===== config.mk =====
export PLATFORM = sky130hd
export DESIGN_NAME = odd_even_issue_ctrl
export DESIGN_NICKNAME = d
export VERILOG_FILES = /design/src/rtl/odd_even_issue_ctrl.sv
export SDC_FILE = /design/constraint.sdc
export NUM_CORES = 2
export LEC_CHECK = 0
export BUFFER_PORTS_ARGS = -buffer_cell sky130_fd_sc_hd__buf_2
export CORE_UTILIZATION = 30
export CTS_CLUSTER_DIAMETER = 60
export CTS_CLUSTER_SIZE = 30
export DETAILED_ROUTE_END_ITERATION = 10
export PLACE_DENSITY = 0.48
export SLEW_MARGIN = 20
export SYNTH_ARGS = -nofsm -noshare
export SYNTH_HDL_FRONTEND = slang
export SYNTH_SLANG_ARGS = --single-unit

===== constraint.sdc =====
create_clock -name clk -period 3.7 [get_ports clk]
set_input_delay 0 -clock clk [delete_from_list [all_inputs] [get_ports clk]]
set_output_delay 0 -clock clk [all_outputs]
set_load 0.1 [all_outputs]

===== src/rtl/odd_even_issue_ctrl.sv =====
// Dual-issue scheduler between decode and the even/odd execution pipes.
// Holds one decoded pair and issues it in order once RAW, WAW and pipe
// hazards clear. A per-register countdown scoreboard tracks in-flight results.
module odd_even_issue_ctrl #(
   parameter int NREG = 128,
   parameter int LATW = 3,
   parameter int CNTW = 16
) (
   input  logic                 clk,
   input  logic                 reset,
   input  logic                 in_valid,
   output logic                 in_ready,
   input  logic                 a_valid,
   input  logic                 b_valid,
   input  logic                 a_pipe,
   input  logic                 b_pipe,
   input  logic [LATW-1:0]      a_lat,
   input  logic [LATW-1:0]      b_lat,
   input  logic                 a_wr,
   input  logic                 b_wr,
   input  logic [6:0]           a_rt,
   input  logic [6:0]           b_rt,
   input  logic [2:0][6:0]      a_src,
   input  logic [2:0][6:0]      b_src,
   input  logic [2:0]           a_use,
   input  logic [2:0]           b_use,
   input  logic                 flush,
   output logic                 issue_even,
   output logic                 issue_odd,
   output logic                 even_slot,
   output logic                 odd_slot,
   output logic                 stall,
   output logic [NREG-1:0]      sb_busy,
   output logic [CNTW-1:0]      stall_cycles
);

   typedef enum logic [1:0] {
      ST_EMPTY  = 2'd0,
      ST_PAIR   = 2'd1,
      ST_SINGLE = 2'd2
   } state_t;

   typedef struct packed {
      logic            valid;
      logic            pipe;
      logic [LATW-1:0] lat;
      logic            wr;
      logic [6:0]      rt;
      logic [2:0][6:0] src;
      logic [2:0]      srcv;
   } slot_t;

   state_t          state_reg, state_next;
   slot_t           a_reg, b_reg;
   logic [CNTW-1:0] stall_cycles_reg;
   logic [LATW-1:0] cnt_reg [NREG];

   logic a_hazard, b_hazard, pair_conflict;
   logic a_issue, b_issue, a_done, b_done;
   logic held, all_issue, accept;
   logic a_load, b_load;

   // A source or destination that is still counting down blocks the instruction.
   function automatic logic hazard(input slot_t s, input logic [NREG-1:0] busy);
      logic h;
      h = s.wr & busy[s.rt];
      for (int k = 0; k < 3; k++) begin
         h = h | (s.srcv[k] & busy[s.src[k]]);
      end
      return h;
   endfunction

   // B cannot share the issue cycle if it reads or rewrites A's destination.
   function automatic logic conflict(input slot_t a, input slot_t b);
      logic c;
      c = (a.rt == b.rt);
      for (int k = 0; k < 3; k++) begin
         c = c | (b.srcv[k] & (b.src[k] == a.rt));
      end
      return a.wr & c;
   endfunction

   assign a_hazard      = hazard(a_reg, sb_busy);
   assign b_hazard      = hazard(b_reg, sb_busy);
   assign pair_conflict = conflict(a_reg, b_reg);

   // Issue decision for the held instructions; an empty slot counts as done.
   always_comb begin
      a_issue = 1'b0;
      b_issue = 1'b0;
      a_done  = 1'b1;
      b_done  = 1'b1;
      case (state_reg)
         ST_PAIR: begin
            a_issue = a_reg.valid & ~a_hazard;
            a_done  = ~a_reg.valid | ~a_hazard;
            b_issue = b_reg.valid & a_done & ~b_hazard &
                      (~a_reg.valid | ((b_reg.pipe != a_reg.pipe) & ~pair_conflict));
            b_done  = ~b_reg.valid | b_issue;
         end
         ST_SINGLE: begin
            b_issue = ~b_hazard;
            b_done  = ~b_hazard;
         end
         default: begin
            a_issue = 1'b0;
            b_issue = 1'b0;
         end
      endcase
   end

   assign held      = (state_reg != ST_EMPTY);
   assign all_issue = a_done & b_done;
   assign in_ready  = ~flush & (~held | all_issue);
   assign accept    = in_valid & in_ready;
   assign stall     = held & ~all_issue & ~flush;

   assign issue_even = (a_issue & ~a_reg.pipe) | (b_issue & ~b_reg.pipe);
   assign issue_odd  = (a_issue &  a_reg.pipe) | (b_issue &  b_reg.pipe);
   assign even_slot  = b_issue & ~b_reg.pipe;
   assign odd_slot   = b_issue &  b_reg.pipe;

   assign a_load = a_issue & a_reg.wr & (a_reg.lat != '0);
   assign b_load = b_issue & b_reg.wr & (b_reg.lat != '0);

   // Next-state selection: flush wins, then a new pair, then issue progress.
   always_comb begin
      state_next = state_reg;
      if (flush) begin
         state_next = ST_EMPTY;
      end else if (accept) begin
         state_next = (a_valid | b_valid) ? ST_PAIR : ST_EMPTY;
      end else begin
         case (state_reg)
            ST_PAIR:   state_next = all_issue ? ST_EMPTY : (a_done ? ST_SINGLE : ST_PAIR);
            ST_SINGLE: state_next = b_done ? ST_EMPTY : ST_SINGLE;
            default:   state_next = ST_EMPTY;
         endcase
      end
   end

   // State register.
   always_ff @(posedge clk) begin
      if (reset) begin
         state_reg <= ST_EMPTY;
      end else begin
         state_reg <= state_next;
      end
   end

   // Capture the offered pair when it is accepted.
   always_ff @(posedge clk) begin
      if (reset) begin
         a_reg <= '0;
         b_reg <= '0;
      end else if (accept) begin
         a_reg.valid <= a_valid;
         a_reg.pipe  <= a_pipe;
         a_reg.lat   <= a_lat;
         a_reg.wr    <= a_wr;
         a_reg.rt    <= a_rt;
         a_reg.src   <= a_src;
         a_reg.srcv  <= a_use;
         b_reg.valid <= b_valid;
         b_reg.pipe  <= b_pipe;
         b_reg.lat   <= b_lat;
         b_reg.wr    <= b_wr;
         b_reg.rt    <= b_rt;
         b_reg.src   <= b_src;
         b_reg.srcv  <= b_use;
      end
   end

   // Saturating count of cycles in which a held instruction was blocked.
   always_ff @(posedge clk) begin
      if (reset) begin
         stall_cycles_reg <= '0;
      end else if (stall && (stall_cycles_reg != {CNTW{1'b1}})) begin
         stall_cycles_reg <= stall_cycles_reg + 1'b1;
      end
   end

   assign stall_cycles = stall_cycles_reg;

   genvar gi;
   generate
      for (gi = 0; gi < NREG; gi++) begin : g_sb
         // Per-register countdown; a new issue load overrides the decrement.
         always_ff @(posedge clk) begin
            if (reset) begin
               cnt_reg[gi] <= '0;
            end else if (b_load && (b_reg.rt == 7'(gi))) begin
               cnt_reg[gi] <= b_reg.lat;
            end else if (a_load && (a_reg.rt == 7'(gi))) begin
               cnt_reg[gi] <= a_reg.lat;
            end else if (cnt_reg[gi] != '0) begin
               cnt_reg[gi] <= cnt_reg[gi] - 1'b1;
            end
         end

         assign sb_busy[gi] = (cnt_reg[gi] != '0);
      end
   endgenerate

endmodule


* Yosys cells after proc, flatten, opt, wreduce, memory -nomap -nowiden
Memories as Yosys holds them, arrays and structs flattened. Cells that the tools add are included.
Word-level totals: register bits after elaboration 92, memory bits (writable) 384, input port bits 78, output and inout bits 150, logic and storage cells 3199, memories kept 1
Memories:
- cnt_reg | depth 128, width 3, read ports 128, clocked after memory_dff 0, write ports 128, line 56 | logic [LATW-1:0] cnt_reg [NREG];
Operators by class: add/subtract/negate cells 129, order comparisons 8, equality and inequality tests 262, muxes and demuxes 1948, bitwise gates (word level) 440, reduce and logical (&&, ||, !) cells 391
Operator list (number):
- 1-bit two-way mux | 1549
- 3-bit two-way mux | 384
- 7-bit == test (second input constant) | 128
- 7-bit by 6-bit == test with 1-bit output (second input constant) | 64
- 1-bit OR | 400
- 3-bit nonzero test | 130
- 3-bit by 1-bit subtractor with 3-bit output (second input constant) | 128
- 1-bit logical AND | 257
- 7-bit by 5-bit == test with 1-bit output (second input constant) | 32
- 7-bit by 4-bit == test with 1-bit output (second input constant) | 16
- 7-bit by 8-bit less-than comparator with 1-bit output (second input constant) | 8
- 1-bit binary-select mux with 7-bit select | 8
- 7-bit by 3-bit == test with 1-bit output (second input constant) | 8
- 1-bit AND | 30
- 7-bit by 2-bit == test with 1-bit output (second input constant) | 4
- 7-bit == test | 4
- 16-bit by 1-bit adder with 16-bit output (second input constant) | 1
- 16-bit != test (second input constant) | 1
- 7-bit by 1-bit == test with 1-bit output (second input constant) | 2
- 7-bit logical NOT | 2
- 1-bit NOT | 10
- 2-bit two-way mux | 4
- 1-bit one-hot mux with 2 select lines | 2
- 2-bit one-hot mux with 2 select lines | 1
- 5 further kinds | 5

* Logic depth before layout (Yosys ltp)
depth after elaboration 22, depth in mapped cells 19, depth with buffers taken out 15

* Worst setup path after synthesis
Ideal clock, no wire load.
path kind register -> register, start mem cnt_reg[80][0], in the netlist cnt_reg[1][48], end reg stall_cycles_reg[14], in the netlist stall_cycles[14], data arrival time 4.874 ns, data required time 3.522 ns, path slack -1.353 ns, stages on the path, launching flop included 16, cell sequence edfxtp_1 -> inv_1 -> ha_1 -> nand2b_1 -> clkbuf_1 -> nor3_1 -> o41ai_1 -> o221ai_1 -> o211a_1 -> or4_1 -> and3_1 -> a311oi_4 -> nor2_1 -> o21ai_0 -> and2_1 -> a311oi_1
RTL lines:
- start: declaration | line 56
- end signal: assignment | line 179 | stall_cycles_reg <= stall_cycles_reg + 1'b1;
- end: declaration | line 55 | logic [CNTW-1:0] stall_cycles_reg;

==> out/summary.md <==
The run finished, with violations left. The checks that failed: setup timing. For the number of antenna violations at the first check in global routing, the log shows 37.

Number of synthesized flops with an enable pin: 384. The number of setup violations in the final report is 866, and the ratio of routed vias to standard cells is 6.00. By area the synthesized netlist is led by sky130_fd_sc_hd__edfxtp_1, sky130_fd_sc_hd__mux4_2, sky130_fd_sc_hd__ha_1, sky130_fd_sc_hd__mux2i_1, sky130_fd_sc_hd__dfxtp_1.

The quantity of I/O buffers inserted on ports works out to 227. In this run the static leakage power is 0.0289 uW. The average instance in the mapped netlist occupies 9.24 um2. For the via total after detailed routing, the log shows 50.4k. The post-synthesis async set-or-reset flop share is 0. The horizontal die dimension was 384 um; the number of maximum-capacitance violations was 0.

At the end of routability-driven placement, the weighted congestion stood at 1.06. For the count of standard-cell rows, the log shows 139. Broken down by cell family, the worst path's largest delay share belongs to simple AND/OR/NAND/NOR gates. The floorplan step defined a die boundary enclosing 0.147 mm2. The commonest cells after synthesis are sky130_fd_sc_hd__nor2_1, sky130_fd_sc_hd__edfxtp_1, sky130_fd_sc_hd__inv_1, sky130_fd_sc_hd__clkbuf_1, sky130_fd_sc_hd__nand2_1. The logs give 0 for the count of nets left with antenna violations after detail routing and 4734 for the gate count of the mapped netlist. In this run the deepest clock path goes through 3 buffers.

The number of top-level pins was 228; the total power consumption of the routed design was 59300 uW. Across the VDD grid, the largest voltage drop is 0.00139 V. The register with the most flip-flops in the layout has 384 of them.

The starting density of the core is 0.303. Largest fanout on the critical path: 6. Type of destination of the critical path: a flop. TritonCTS built the clock tree.

In this run, distinct cell masters in the synthesized netlist total 95. The layout cell share with drive strength beyond 1 was 0.482. The final critical-path required period came out at 4.83 ns. The signal on the critical path passes through inv_1 > ha_1 > nor2b_4 > inv_1 > mux4_2 > o211ai_1 > buf_4 > o311ai_0 > buf_4 > a31oi_2 > and3_4 > a311oi_4 > buf_6 > or3_4 > buf_12 > buf_16 > nor3_4 > a2111o_1. Clock latency on the worst-skew pair: 0.72 ns. After clock tree synthesis, the clock-pin slew on the worst setup and hold paths is 0.06 ns. The global routing usage summed across all routing layers was 0.384. The total overflow left after global routing is 0. The tree is rooted in a sky130_fd_sc_hd__clkbuf_16. At the pin with the least slew margin, the transition time is 1.13 ns. The signed area change from the synthesized netlist to the final layout was 58.1%. The critical path contains buffers and inverters numbering 7 combined.

Across all register-to-register paths, the minimum setup slack is -1.13 ns. Based on the critical path, the design can be clocked at up to 207 MHz. On the final layout, the worst clock skew is 0.0435 ns.

The total placed cells including tap cells is 8038. The ratio of final minimum period to clock period is 1.31. For the final count of pins violating max slew, the log shows 0. The worst setup path is launched from a flop. The headroom to the max-slew limit is 0.243. The logs give -801.63 ns for the aggregate negative setup slack and 5773 for the DRC marker count from the first detailed-route iteration.

The fraction of synthesized cell area taken by the top area cell type is 0.264, and the die outline height is 384 um. The clock net in this run drives a total of 476 sinks. The total area inside the core boundary comes to 0.144 mm2. The run gives 104 as the pin count of the biggest net entering global routing. The type of the setup path with the least slack was flop to flop. The maximum single-stage delay on the critical path was 0.50 ns; the overall routed net length was 292000 um. Across all hold checks on the routed design, the worst slack comes to 0.0594 ns. In this run the cell area of the synthesized design comes to 0.0437 mm2.

Path class of the lowest-slack min-delay path: input pin to flop. In the routed design, unresolved DRC markers number 0. For the core occupancy in the finished layout, the log shows 0.480. The most common cell in the synthesized netlist is sky130_fd_sc_hd__nor2_1. The critical-path cell with the highest stage delay was sky130_fd_sc_hd__mux4_2.

Setup repair after global routing could not meet its margin everywhere. The logs give 48.2k for the via count of the first global-routing pass and 222000 um for the post-DP HPWL. Synthesis produced a netlist with a net count of 5072. Among all flip-flop cells after synthesis, the most frequent one is sky130_fd_sc_hd__edfxtp_1. The first global-routing pass estimated 392000 um of wire. The Yosys step of the flow raised 0 warnings. For the count of endpoints failing hold in the final timing report, the log shows 0. The logs give -1.13 ns for the minimum setup slack in the final design and 5.24 ns for the worst endpoint data arrival time. STA puts the critical path data required time at 4.11 ns. In this run the number of H-tree levels came out at 3. Leaving out filler cells and counting taps, the final layout contains 8406. Dividing total power by cell area gives a power density of 858 mW/mm2. Of all cell types, the one taking the most synthesized area is sky130_fd_sc_hd__edfxtp_1. The final layout contains 6776 nets.

The tools report the sequential-to-total area share from yosys stat as 0.306. The number of storage elements in the synthesis netlist is 476. The first detailed-routing pass ran for 6 iterations.

The wire length per cell works out to 34.7 um. Buffers inserted during clock tree synthesis total 73.
[report_power, final]
part	switching [uW]	total, uW	leakage [uW]	internal, uW
clock	3030	7480	0.00123	4440
sequential	1050	9740	0.00500	8680
combinational	25900	42100	0.0227	16200
total	30000	59300	0.0289	29300
[cell type report]
class	count	area, um2
Antenna cell	7	17.5
Fill cell	13504	75000
Inverter	387	1520
Clock inverter	45	531
Multi-Input combinational cell	3421	31300
Timing Repair Buffer	2079	18000
Sequential cell	476	13400
Tap cell	1903	2380
Clock buffer	88	1980
[layout by cell type (no fill, tap or decap), drive strengths merged, types with 47 or more instances in the layout]
cell,synthesis,routed
o211ai,101,101
nor2,467,467
o21ai,105,105
nand2,278,278
dfxtp,92,92
nor2b,148,148
nor3,168,168
a31oi,54,54
dlygate4sd3,0,77
edfxtp,384,384
clkbuf,307,90
a211oi,197,197
mux2i,199,199
ha,260,260
a221oi,208,208
buf,143,1998
mux4,177,177
or3,47,47
o31ai,47,47
nand2b,77,77
inv,385,389
a21oi,139,139
xor2,52,52
nand3,109,109
xnor2,88,88
[cells by family (layout without fill, tap and decap cells)]
| logic type | Yosys count | in the layout | share of synthesized area |
|---|---|---|---|
| fa+ha+maj | 260 | 260 | 0.0744 |
| compound gates | 1137 | 1137 | 0.194 |
| mux | 389 | 389 | 0.140 |
| xor+xnor | 140 | 140 | 0.0280 |
| buf+inv | 837 | 2599 | 0.0772 |
| other cells | 0 | 7 | 0 |
| simple gates | 1495 | 1495 | 0.180 |
| flops | 476 | 476 | 0.306 |
[routing by layer]
metal / global-route usage / wire, um / share of wire / vias to the layer above
li1: - / - / - / 21326
met1: 0.497 / 116000 / 0.40 / 25265
met2: 0.575 / 124000 / 0.43 / 3106
met3: 0.105 / 32000 / 0.11 / 718
met4: 0.208 / 19200 / 0.066 / 24
met5: 0 / 151 / 0.00052 / -
[worst paths after layout]
check,startpoint,to,cells past startpoint
min reg2reg,stall_cycles[9],stall_cycles[9],2
max reg2reg,cnt_reg[1][120],cnt_reg[0][57],18
min,b_wr,b_reg[31],4
max,cnt_reg[1][120],cnt_reg[0][57],18
[metrics by stage]
stage | setup slack (ns) | area (um2)
3_5_place_dp | -1.56 | 59600
2_1_floorplan | -0.784 | 44100
6_report | -1.13 | 69200
3_3_place_gp | -1.54 | 59600
4_1_cts | -1.03 | 67600
5_1_grt | -1.21 | 69100
[tightest hold or removal path: stages]
cell                            delay (ns)
sky130_fd_sc_hd__dlygate4sd3_1        0.52
sky130_fd_sc_hd__buf_2                0.10
sky130_fd_sc_hd__mux2i_1              0.05
sky130_fd_sc_hd__nor2_1               0.07
[what timing repair did]
action | in CTS | in global routing
pin swaps | 248 | 98
setup buffers | 99 | 54
endpoints found under the setup margin | 866 | 866
hold buffers | 77 | 0
gates resized for setup | 721 | 252
gates cloned | 16 | 3
hold endpoints to repair | 97 | 0
Note: power is estimated with default switching activity, not from simulation.
